File: config.mk
export PLATFORM = sky130hd
export DESIGN_NAME = score_display_mux
export DESIGN_NICKNAME = d
export VERILOG_FILES = /design/src/rtl/score_disp_pkg.sv /design/src/rtl/score_display_mux_bin2bcd.sv /design/src/rtl/score_display_mux.sv
export SDC_FILE = /design/constraint.sdc
export NUM_CORES = 1
export LEC_CHECK = 0
export ABC_AREA = 1
export CAP_MARGIN = 20
export CORE_ASPECT_RATIO = 1.1
export CORE_MARGIN = 2
export CORE_UTILIZATION = 60
export DETAILED_ROUTE_END_ITERATION = 10
export DONT_BUFFER_PORTS = 1
export PLACE_DENSITY = 0.76
export REMOVE_ABC_BUFFERS = 1
export SETUP_SLACK_MARGIN = 0.1
export SLEW_MARGIN = 5
export SYNTH_ARGS = -nofsm -noshare
export SYNTH_HDL_FRONTEND = slang
export SYNTH_HIERARCHICAL = 1
export SYNTH_SLANG_ARGS = --single-unit
File: constraint.sdc
create_clock -name clk -period 3.1 [get_ports clk]
set_input_delay 0.62 -clock clk [delete_from_list [all_inputs] [get_ports clk]]
set_output_delay 0.62 -clock clk [all_outputs]
set_load 0.03 [all_outputs]
File: src/rtl/score_disp_pkg.sv
// score_disp_pkg: shared types and 7-segment patterns
// for the multiplexed score display.
package score_disp_pkg;

    typedef enum logic [1:0] {
        S_IDLE,
        S_LOAD,
        S_SHIFT,
        S_STORE
    } conv_state_t;

    // Active-low segment patterns, bit order {g,f,e,d,c,b,a}
    localparam logic [6:0] SEG_0     = 7'h40;
    localparam logic [6:0] SEG_1     = 7'h79;
    localparam logic [6:0] SEG_2     = 7'h24;
    localparam logic [6:0] SEG_3     = 7'h30;
    localparam logic [6:0] SEG_4     = 7'h19;
    localparam logic [6:0] SEG_5     = 7'h12;
    localparam logic [6:0] SEG_6     = 7'h02;
    localparam logic [6:0] SEG_7     = 7'h78;
    localparam logic [6:0] SEG_8     = 7'h00;
    localparam logic [6:0] SEG_9     = 7'h10;
    localparam logic [6:0] SEG_BLANK = 7'h7F;

    function automatic logic [6:0] seg_decode(input logic [3:0] d);
        logic [6:0] s;
        case (d)
            4'd0:    s = SEG_0;
            4'd1:    s = SEG_1;
            4'd2:    s = SEG_2;
            4'd3:    s = SEG_3;
            4'd4:    s = SEG_4;
            4'd5:    s = SEG_5;
            4'd6:    s = SEG_6;
            4'd7:    s = SEG_7;
            4'd8:    s = SEG_8;
            4'd9:    s = SEG_9;
            default: s = SEG_BLANK;
        endcase
        return s;
    endfunction

endpackage

File: src/rtl/score_display_mux_bin2bcd.sv
// bin2bcd_seq: sequential double-dabble converter, one bit per
// cycle, saturating to all-nines when the value does not fit.
module bin2bcd_seq
    import score_disp_pkg::*;
#(
    parameter int VAL_W  = 14,
    parameter int DIGITS = 4
) (
    input  logic                  clk,
    input  logic                  rst,
    input  logic                  start_i,
    input  logic [VAL_W-1:0]      value_i,
    output logic                  done_o,
    output logic                  busy_o,
    output logic [4*DIGITS-1:0]   bcd_o
);
    localparam int BCD_W = 4 * DIGITS;
    localparam int CNT_W = $clog2(VAL_W + 1);
    localparam logic [63:0] MAXV = 64'(10 ** DIGITS - 1);

    conv_state_t       state_q;
    logic [CNT_W-1:0]  cnt_q;
    logic [VAL_W-1:0]  sh_q;
    logic [BCD_W-1:0]  acc_q;
    logic [BCD_W-1:0]  adj_d;
    logic              sat_q;
    logic              done_q;
    logic              busy_q;

    // Add 3 to every BCD digit of 5 or more before the next shift
    always_comb begin
        adj_d = acc_q;
        for (int i = 0; i < DIGITS; i++) begin
            if (adj_d[4*i +: 4] >= 4'd5) begin
                adj_d[4*i +: 4] = adj_d[4*i +: 4] + 4'd3;
            end
        end
    end

    // Converter FSM with registered done/busy
    always_ff @(posedge clk) begin
        if (rst) begin
            state_q <= S_IDLE;
            cnt_q   <= '0;
            sh_q    <= '0;
            acc_q   <= '0;
            sat_q   <= 1'b0;
            done_q  <= 1'b0;
            busy_q  <= 1'b0;
        end else begin
            done_q <= 1'b0;
            case (state_q)
                S_IDLE: begin
                    if (start_i) begin
                        state_q <= S_LOAD;
                        busy_q  <= 1'b1;
                    end
                end
                S_LOAD: begin
                    sh_q    <= value_i;
                    acc_q   <= '0;
                    sat_q   <= 64'(value_i) > MAXV;
                    cnt_q   <= '0;
                    state_q <= S_SHIFT;
                end
                S_SHIFT: begin
                    acc_q <= {adj_d[BCD_W-2:0], sh_q[VAL_W-1]};
                    sh_q  <= sh_q << 1;
                    cnt_q <= cnt_q + 1'b1;
                    if (cnt_q == CNT_W'(VAL_W - 1)) begin
                        state_q <= S_STORE;
                        busy_q  <= 1'b0;
                        done_q  <= 1'b1;
                    end
                end
                S_STORE: begin
                    state_q <= S_IDLE;
                end
                default: begin
                    state_q <= S_IDLE;
                end
            endcase
        end
    end

    assign done_o = done_q;
    assign busy_o = busy_q;
    assign bcd_o  = sat_q ? {DIGITS{4'h9}} : acc_q;

endmodule

File: src/rtl/score_display_mux.sv
// score_display_mux: multiplexed 7-segment score display with
// round-robin BCD conversion, leading-zero blanking and blink.
module score_display_mux
    import score_disp_pkg::*;
#(
    parameter int FIELDS      = 2,
    parameter int DIGITS      = 4,
    parameter int VAL_W       = 14,
    parameter int REFRESH_DIV = 100000,
    parameter int BLINK_DIV   = 64
) (
    input  logic                    clk,
    input  logic                    rst,
    input  logic [FIELDS*VAL_W-1:0] values,
    input  logic [FIELDS-1:0]       blank_lz,
    input  logic [FIELDS-1:0]       blink,
    output logic [6:0]              cathode,
    output logic [7:0]              AN,
    output logic                    busy
);
    localparam int N     = FIELDS * DIGITS;
    localparam int BCD_W = 4 * DIGITS;
    localparam int PS_W  = $clog2(REFRESH_DIV);
    localparam int BL_W  = (BLINK_DIV > 1) ? $clog2(BLINK_DIV) : 1;
    localparam int FP_W  = (FIELDS > 1) ? $clog2(FIELDS) : 1;

    logic [PS_W-1:0]  presc_q;
    logic             slot_tick;
    logic [2:0]       idx_q;
    logic             frame_wrap;
    logic [BL_W-1:0]  frm_q;
    logic             phase_q;
    logic             lit_q;
    logic [FP_W-1:0]  fptr_q;
    logic [BCD_W-1:0] disp_q [FIELDS];
    logic             conv_done;
    logic [BCD_W-1:0] conv_bcd;
    logic [6:0]       cathode_q;
    logic [7:0]       an_q;

    logic [FP_W-1:0]  cur_f;
    logic [2:0]       cur_d;
    logic [BCD_W-1:0] upper;
    logic             lz_blank;
    logic [6:0]       cathode_d;
    logic [7:0]       an_d;

    assign slot_tick  = (presc_q == PS_W'(REFRESH_DIV - 1));
    assign frame_wrap = slot_tick && (idx_q == 3'(N - 1));

    // Prescaler, digit scan, frame/blink counters, first-lit flag
    always_ff @(posedge clk) begin
        if (rst) begin
            presc_q <= '0;
            idx_q   <= '0;
            frm_q   <= '0;
            phase_q <= 1'b0;
            lit_q   <= 1'b0;
        end else begin
            presc_q <= slot_tick ? '0 : presc_q + 1'b1;
            if (slot_tick) begin
                lit_q <= 1'b1;
                idx_q <= frame_wrap ? '0 : idx_q + 1'b1;
            end
            if (frame_wrap) begin
                if (frm_q == BL_W'(BLINK_DIV - 1)) begin
                    frm_q   <= '0;
                    phase_q <= ~phase_q;
                end else begin
                    frm_q <= frm_q + 1'b1;
                end
            end
        end
    end

    bin2bcd_seq #(
        .VAL_W  (VAL_W),
        .DIGITS (DIGITS)
    ) u_conv (
        .clk     (clk),
        .rst     (rst),
        .start_i (1'b1),
        .value_i (values[fptr_q*VAL_W +: VAL_W]),
        .done_o  (conv_done),
        .busy_o  (busy),
        .bcd_o   (conv_bcd)
    );

    // Capture finished conversions and step to the next field
    always_ff @(posedge clk) begin
        if (rst) begin
            fptr_q <= '0;
            for (int f = 0; f < FIELDS; f++) begin
                disp_q[f] <= '0;
            end
        end else if (conv_done) begin
            disp_q[fptr_q] <= conv_bcd;
            if (fptr_q == FP_W'(FIELDS - 1)) begin
                fptr_q <= '0;
            end else begin
                fptr_q <= fptr_q + 1'b1;
            end
        end
    end

    // Select, blank and decode the digit under the scan index
    always_comb begin
        cur_f    = FP_W'(int'(idx_q) / DIGITS);
        cur_d    = 3'(int'(idx_q) % DIGITS);
        upper    = disp_q[cur_f] >> {cur_d, 2'b00};
        lz_blank = blank_lz[cur_f] && (cur_d != 3'd0) && (upper == '0);
        cathode_d = lz_blank ? SEG_BLANK : seg_decode(upper[3:0]);
        an_d = 8'hFF;
        if (!(blink[cur_f] && phase_q)) begin
            an_d[idx_q] = 1'b0;
        end
    end

    // Register the drive so cathode and anodes switch together
    always_ff @(posedge clk) begin
        if (rst) begin
            cathode_q <= SEG_BLANK;
            an_q      <= 8'hFF;
        end else if (lit_q) begin
            cathode_q <= cathode_d;
            an_q      <= an_d;
        end
    end

    assign cathode = cathode_q;
    assign AN      = an_q;

endmodule

==> flow_summary.yaml, run 1 <==
status:
  status: "complete, no violations"
timing:
  tightestPinTransition_ns: 0.822
  final_hold_viol_count: 0
  finalCritPeriodShare: 0.854
  rsz0062_at_grt: "no"
  fmax_ghz: 0.378
  fin_worst_skew_ns: 0.00827
  final.setup.tns_ns: 0
  slew_headroom: 0.451
  fin_crit_ns: 2.65
  final-setup-viol-count: 0
  hold_ws_ns: 0.162
  slew_violations: 0
global_routing:
  grt_max_degree: 42
  grt_pass1_vias: 5195
  grt_pass1_wl_um: 22700
  antenna_found_initial: 0
  grt_use_total: 0.258
  overflow: 0
place:
  portBuffers: 0
  dp_hpwl_um: 9350
  gp_congestion: 0.847
  dpl_cell_area_sq_um: 6170
detailed_routing:
  drc: 0
  via_per_inst: 5.55
  wl_um: 13600
  drt-initial-drc-count: 379
  drtAntennaViolNets: 0
  vias: 5462
  drt_first_pass_iters: 5
  post_drt_wl_per_cell_um: 13.8
synthesis:
  synth_area_sq_um: 6140
  synth_cells: 857
  ys_seq_elements: 116
  ys_types: 40
  ys.flop_type: "dfxtp_1"
  synth_area_per_cell_sq_um: 7.17
  ys_warn_count: 6
  synth-edff-count: 32
  yosysSeqAreaShare: 0.430
  synthArstFlopShare: 0
finish:
  fillerInstances: 839
  design_area_sq_um: 6730
  antennaDiodeCount: 0
  areaGrowthSynthToFinish_pct: 9.57
  multiInputGateArea_sq_um: 2950
  finalNetCount: 910
  seqCellArea_sq_um: 2640
  drive_above_1_share: 0.0694
floorplan:
  die_w_um: 100
  row_count: 38
  die_area_sq_um: 11100
  die_h_um: 110
  initial_core_util: 0.618
  coreArea_sq_um: 9940
  ioPinCount: 50
power:
  power.density_nw_per_um2: 634
  irDropWorstVdd_mv: 0.403
  p_leak_nw: 2.87
critical_path:
  crit_fanout: 18
  crit_path_start_kind: "register"
  r2r_cells: 16
  arrival_ns: 3.12
  crit_required_ns: 3.57
  r2r_slack_ns: 0.45
  rr_endpoint: "cathode[4]"
  path_class: "register to register"
  end_kind: "register"
clock_network:
  htree_levels: 4
  clock_path_buffers: 2
  post_cts_resized: 0
  cts_tree: "yes"
  cts.sinks: 116
  cts.clk_slew.worst_paths_ns: 0.06
  postCtsHoldBufs: 0
  cts_root_buffer: "clkbuf_8"
  clock_latency_ns: 0.52
  cts_buffers: 17
  post_cts_buffers: 0
job:
  drv_cap: 0
worst_hold_path:
  worstHoldPathCells: 1
  hold_path.class: "primary input to register"
  hold_path_end: "u_conv/acc_q[15]"
  worstHoldStart: "rst"
## layout by cell type (no fill, tap or decap), types with 3 or more instances in the layout
cell       netlist  final
ha_1            24     24
nand2_1        260    260
buf_4            5      5
a211oi_1         3      3
edfxtp_1        32     32
a21oi_1         46     46
clkinv_4         0      6
dfxtp_1         84     84
xor2_1           9      9
inv_6            0      6
o22ai_1         10     10
nand2_2          9      9
clkbuf_16        0     16
nor2_2           4      4
nand3_1         79     79
or2_2            3      3
inv_1           99     99
nand4_1         17     17
inv_2            3      3
o21ai_0         19     19
nor2_1          93     93
nor3_1           6      6
o211ai_1         5      5
## synth_stat cells (2+ instances only)
master / n / area [sq um]
a211oi_1: 3 / 22.5
a21oi_1: 46 / 230
and2_1: 2 / 12.5
and3_1: 2 / 12.5
buf_2: 9 / 45.0
buf_4: 5 / 37.5
buf_6: 3 / 33.8
clkbuf_1: 11 / 41.3
dfxtp_1: 84 / 1680
edfxtp_1: 32 / 961
ha_1: 24 / 300
inv_1: 99 / 372
inv_2: 3 / 11.3
nand2_1: 260 / 976
nand2_2: 9 / 56.3
nand3_1: 79 / 395
nand4_1: 17 / 106
nor2_1: 93 / 349
nor2_2: 4 / 25.0
nor3_1: 6 / 30.0
nor3b_1: 2 / 15.0
nor4_1: 2 / 12.5
o211ai_1: 5 / 37.5
o21a_1: 2 / 15.0
o21ai_0: 19 / 95.1
o21ai_1: 2 / 10.0
o22ai_1: 10 / 62.6
or2_2: 3 / 18.8
xnor2_1: 2 / 17.5
xor2_1: 9 / 78.8
## cell families after synthesis
logic type               Yosys count  synth area share
AND/OR/NAND/NOR                  482             0.332
buffers and inverters            132            0.0896
flip-flops                       116             0.430
AO/OA/AOI/OAI                     91            0.0835
adder cells (fa/ha/maj)           24            0.0489
XOR/XNOR                          11            0.0157
other                              1          0.000610
## per-stage QoR
step	worst slack (ns)	total power, mW	instances	util
final	0.451	4.27	985	0.678
after global routing	0.143	4.47	985	0.678
after CTS	0.456	4.29	985	0.678
after detailed placement	0.494	2.46	953	0.621
after global placement	0.657	2.43	953	0.621
after floorplan	0.844	2.26	828	-
## worst max-delay path by stage
stage | from | depth (start not counted) | slack (ns) | end
6_report | register | 16 | 0.45 | cathode[4]
3_5_place_dp | register | 16 | 0.49 | cathode[3]
4_1_cts | register | 16 | 0.46 | cathode[4]
5_1_grt | register | 16 | 0.14 | cathode[6]
3_3_place_gp | register | 16 | 0.66 | cathode[2]
2_1_floorplan | register | 16 | 0.84 | cathode[5]
## per-layer routing
| metal | vias to the layer above | wire (um) | track usage |
|---|---|---|---|
| met5 | - | 0 | 0 |
| met4 | 0 | 349 | 0.127 |
| met3 | 40 | 642 | 0.0555 |
| met2 | 165 | 6720 | 0.442 |
| met1 | 2511 | 5900 | 0.309 |
| li1 | 2746 | - | - |
## power by group
| part | internal [mW] | switching (mW) | total (mW) |
|---|---|---|---|
| logic | 0.199 | 0.483 | 0.682 |
| registers | 1.68 | 0.0821 | 1.76 |
| clock network | 1.08 | 0.749 | 1.83 |
## sequential cells by signal (all words and copies together) (netlist names), named ones only
| register | flops |
|---|---|
| AN | 8 |
| cathode | 7 |
| disp_q | 32 |
| fptr_q | 1 |
| frm_q | 6 |
| idx_q | 3 |
| lit_q | 1 |
| phase_q | 1 |
| presc_q | 17 |
| u_conv/acc_q | 16 |
| u_conv/busy_o | 1 |
| u_conv/cnt_q | 4 |
| u_conv/done_o | 1 |
| u_conv/sat_q | 1 |
| u_conv/sh_q | 14 |
| u_conv/state_q | 2 |
## final cells by class
type                    count  area share
repair buffers              5     0.00558
multi-input cells         609       0.438
inverters                 103      0.0578
clock buffers              17      0.0615
well taps                 120      0.0223
flip-flops and latches    116       0.392
clock inverters            15      0.0219
## critical path, cell delays in order, from the launching register on
cell and delay (ns):
dfxtp_1 0.68, inv_4 0.17, nand2_1 0.10, nand2_1 0.06
o21ai_0 0.16, nand2_1 0.07, nand2_1 0.18, ha_1 0.19
inv_1 0.05, or2_2 0.26, a21oi_1 0.13, nand3_1 0.11
nor2_2 0.12, nand2_2 0.11, nand3_1 0.09, nand2_1 0.05
nand2_1 0.08
Power figures use the tool's default switching activity.
==> run 2, diff against run 1 <==
--- a/config.mk
+++ b/config.mk
@@ -7,7 +7,6 @@
 export LEC_CHECK = 0
 export ABC_AREA = 1
 export CAP_MARGIN = 20
-export CORE_ASPECT_RATIO = 1.1
 export CORE_MARGIN = 2
 export CORE_UTILIZATION = 60
 export DETAILED_ROUTE_END_ITERATION = 10
==> flow_summary.yaml, run 2 (synthesized netlist as in run 1, its figures left out) <==
status:
  status: "complete, no violations"
finish:
  largest-register: "disp_q"
  layout_commonest_cell: "nand2_1"
  largest_register_ffs: 32
  design_area_sq_um: 6790
  areaGrowthSynthToFinish_pct: 10.5
  post-route-util: 0.689
  antennaDiodeCount: 0
  drive_above_1_share: 0.0647
  reg_top3: "disp_q (32), presc_q (17), u_conv/acc_q (16)"
  finalNetCount: 910
  mostFrequentLayoutCells: "nand2_1, inv_1, nor2_1, dfxtp_1, nand3_1"
  fin_cells: 998
critical_path:
  arrival_ns: 3.11
  rr_endpoint: "cathode[5]"
  crit_fanout: 18
  crit_path_start_kind: "register"
  crit_required_ns: 3.58
  end_kind: "register"
  r2r_slack_ns: 0.47
  path_class: "register to register"
  r2r_cells: 16
power:
  irDropWorstVdd_mv: 0.514
  power.density_nw_per_um2: 656
  fin_total_pwr_mw: 4.46
  p_leak_nw: 2.90
detailed_routing:
  via_per_inst: 5.46
  dr_wl_met3_um: 863
  drtAntennaViolNets: 0
  wl_met1_um: 6110
  routed-wl-met2_um: 6560
  drc: 0
  vias: 5448
  route.top_layer_used: "met4"
  post_drt_wl_per_cell_um: 13.8
  drt-initial-drc-count: 467
  drt_first_pass_iters: 5
  wl_um: 13700
worst_hold_path:
  hold_path.class: "primary input to register"
  worstHoldStart: "rst"
  hold_path_end: "u_conv/acc_q[0]"
  worstHoldPathCells: 1
global_routing:
  grt_use_total: 0.261
  grt_max_degree: 42
  antenna_found_initial: 0
  grt_pass1_vias: 5057
  overflow: 0
  grt_pass1_wl_um: 23000
clock_network:
  cts_buffers: 17
  clock_path_buffers: 2
  clock_latency_ns: 0.54
  post_cts_resized: 0
  cts.clk_slew.worst_paths_ns: 0.05
  htree_levels: 4
  post_cts_buffers: 0
  cts.sinks: 116
  cts_root_buffer: "clkbuf_8"
  cts_tree: "yes"
  postCtsHoldBufs: 0
timing:
  final_hold_viol_count: 0
  setup_ws_ns: 0.469
  fmax_ghz: 0.380
  finalCritPeriodShare: 0.849
  fin_crit_ns: 2.63
  final-setup-viol-count: 0
  slew_violations: 0
  rsz0062_at_grt: "no"
  fin_worst_skew_ns: 0.00513
  hold_ws_ns: 0.153
  tightestPinTransition_ns: 0.892
  slew_headroom: 0.405
  final.setup.tns_ns: 0
floorplan:
  die_w_um: 105
  ioPinCount: 50
  die_h_um: 105
  coreArea_sq_um: 9860
  initial_core_util: 0.623
  die_area_sq_um: 11100
  row_count: 36
place:
  dp.cells: 966
  place_ws_ns: 0.498
  gp_congestion: 0.890
  portBuffers: 0
  dpl_cell_area_sq_um: 6190
  dp_hpwl_um: 9290
job:
  drv_cap: 0
-- run 2: cell count changes in the layout (fill, tap and decap cells not counted), sizes merged --
cell      change
inv           -6
clkbuf        +4
bufinv        +3
clkinvlp      -2
clkinv        +1
-- run 2: worst max-delay path: stages (launching register included) --
cell and delay, ns:
dfxtp_1 0.70, inv_4 0.18, nand2_1 0.11, nand2_1 0.06, o21ai_0 0.14, nand2_1 0.06
nand2_1 0.17, ha_1 0.17, inv_1 0.05, or2_2 0.26, a21oi_1 0.13, nand3_1 0.10
nor2_2 0.12, nand2_2 0.10, nand3_1 0.09, nand2_1 0.06, nand2_1 0.08
-- run 2: routing by layer --
metal | GRT usage | vias up
li1 | - | 2752
met1 | 0.329 | 2486
met2 | 0.430 | 189
met3 | 0.0630 | 21
met4 | 0.102 | 0
met5 | 0 | -
-- run 2: layout make-up --
cell class	instances	area, sq um
clock inverter	11	156
multi-input combinational	609	2950
inverter	103	389
tap	133	166
fill	812	3070
clock buffer	21	449
sequential	116	2640
timing repair buffer	5	37.5
-- run 2: worst max-delay path by stage --
stage	to	start
4_1_cts	cathode[5]	register
6_report	cathode[5]	register
3_3_place_gp	cathode[5]	register
2_1_floorplan	cathode[5]	register
5_1_grt	cathode[6]	register
3_5_place_dp	cathode[5]	register
-- run 2: where the power goes --
part | switching, mW | total [mW] | leakage, nW | internal (mW)
combinational | 0.499 | 0.696 | 1.59 | 0.197
clock | 0.665 | 2.00 | 0.301 | 1.34
sequential | 0.0859 | 1.76 | 1.01 | 1.68
total | 1.25 | 4.46 | 2.90 | 3.21
==> run 3, diff against run 2 <==
==> constraint.sdc (replaced) <==
create_clock -name clk -period 2.5 [get_ports clk]
set_input_delay 0.5 -clock clk [delete_from_list [all_inputs] [get_ports clk]]
set_output_delay 0.5 -clock clk [all_outputs]
set_load 0.03 [all_outputs]
==> flow_summary.yaml, run 3 (synthesized netlist as in run 1, its figures left out) <==
critical_path:
  path_delay_family: "simple AND/OR/NAND/NOR gates"
  cp_common_cell: "nand3_1"
  crit_fanout: 11
  slowest_stage: "dfxtp_4"
  worst-path-buf-inv: 3
  crit_path_start_kind: "register"
  path_class: "register to register"
  max_stage_delay_ns: 0.37
  crit_required_ns: 2.97
  path_cells: "buf_4, nand2_1, nand3_1, nand3_1, nand2_2, inv_2, ha_1, inv_1, or2_2, a21oi_2, nand3_1, nor2_2, nand2_2, nand3_1, nand2_1, nand2_1"
  end_kind: "register"
  arrival_ns: 2.66
finish:
  largest-register: "disp_q"
  finalNetCount: 919
  antennaDiodeCount: 0
  reg_top3: "disp_q (32), presc_q (17), u_conv/acc_q (16)"
  drive_above_1_share: 0.0801
  largest_register_ffs: 32
  areaGrowthSynthToFinish_pct: 12.2
  mostFrequentLayoutCells: "nand2_1, inv_1, nor2_1, dfxtp_1, nand3_1"
  layout_commonest_cell: "nand2_1"
timing:
  final-setup-viol-count: 0
  fin_worst_skew_ns: 0.00919
  finalCritPeriodShare: 0.875
  tightestPinTransition_ns: 0.715
  final.setup.tns_ns: 0
  fin_crit_ns: 2.19
  slew_headroom: 0.522
  fmax_ghz: 0.457
  final_hold_viol_count: 0
  rsz0062_at_grt: "no"
  hold_ws_ns: 0.0453
  slew_violations: 0
clock_network:
  cts.clk_slew.worst_paths_ns: 0.05
  cts_buffers: 17
  cts_root_buffer: "clkbuf_8"
  clock_latency_ns: 0.53
  htree_levels: 4
  cts_tree: "yes"
  clock_path_buffers: 2
  cts.sinks: 116
detailed_routing:
  vias: 5438
  drc: 0
  wl_um: 12900
  drt_first_pass_iters: 7
  drt-initial-drc-count: 304
  drtAntennaViolNets: 0
  via_per_inst: 5.40
  post_drt_wl_per_cell_um: 12.9
global_routing:
  grt_max_degree: 42
  antenna_found_initial: 0
  overflow: 0
  grt_pass1_vias: 4971
  grt_use_total: 0.245
  grt_pass1_wl_um: 22000
floorplan:
  die_h_um: 105
  die_w_um: 105
  row_count: 36
  die_area_sq_um: 11100
  ioPinCount: 50
  initial_core_util: 0.623
  coreArea_sq_um: 9860
status:
  status: "complete, no violations"
place:
  gp_congestion: 0.850
  dp_hpwl_um: 9030
  portBuffers: 0
power:
  power.density_nw_per_um2: 812
  fin_total_pwr_mw: 5.60
  irDropWorstVdd_mv: 0.758
  p_leak_nw: 2.95
worst_hold_path:
  hold_path.class: "primary input to register"
job:
  drv_cap: 0
==> run 3: area by class of cell <==
type                    instances  area [sq um]
clock inverters                12           185
flip-flops and latches        116          2650
multi-input cells             609          2960
inverters                     103           392
well taps                     133           166
clock buffers                  20           435
fillers                       764          2970
repair buffers                 14           105
==> run 3: stage by stage <==
step,util,setup slack (ns),instances,instance area [sq um]
3_3_place_gp,0.633,0.295,974,6250
2_1_floorplan,-,0.244,828,5980
5_1_grt,0.699,0.0805,1007,6890
3_5_place_dp,0.633,0.148,974,6250
6_report,0.699,0.313,1007,6890
4_1_cts,0.696,0.204,1006,6870
==> run 3: metal layers <==
| metal | up-vias | track usage | part of all wire |
|---|---|---|---|
| met2 | 170 | 0.396 | 0.47 |
| met1 | 2481 | 0.310 | 0.46 |
| met3 | 23 | 0.0692 | 0.052 |
| met4 | 0 | 0.0981 | 0.020 |
| met5 | - | 0 | 0 |
| li1 | 2764 | - | - |
==> run 3: worst paths after layout <==
check	startpoint	end	slack, ns	cells after the start
setup / recovery	register	cathode[2]	0.31	16
hold / removal	rst	u_conv/acc_q[1]	0.05	1
setup reg to reg	register	cathode[2]	0.31	16
hold reg to reg	presc_q[0]	presc_q[0]	0.45	1
==> run 3: where the power goes <==
| group | switching [mW] | internal, mW |
|---|---|---|
| sequential | 0.0975 | 2.08 |
| combinational | 0.607 | 0.275 |
| clock | 0.813 | 1.73 |
| total | 1.52 | 4.08 |
==> run 3: timing repair <==
item / 4_1_cts / 5_1_grt
buffers inserted: 0 / 1
setup endpoints to repair: 1 / 7
hold endpoints to repair: 0 / 0
pin swaps: 0 / 2
resized for setup: 1 / 7
hold buffers: 0 / 0
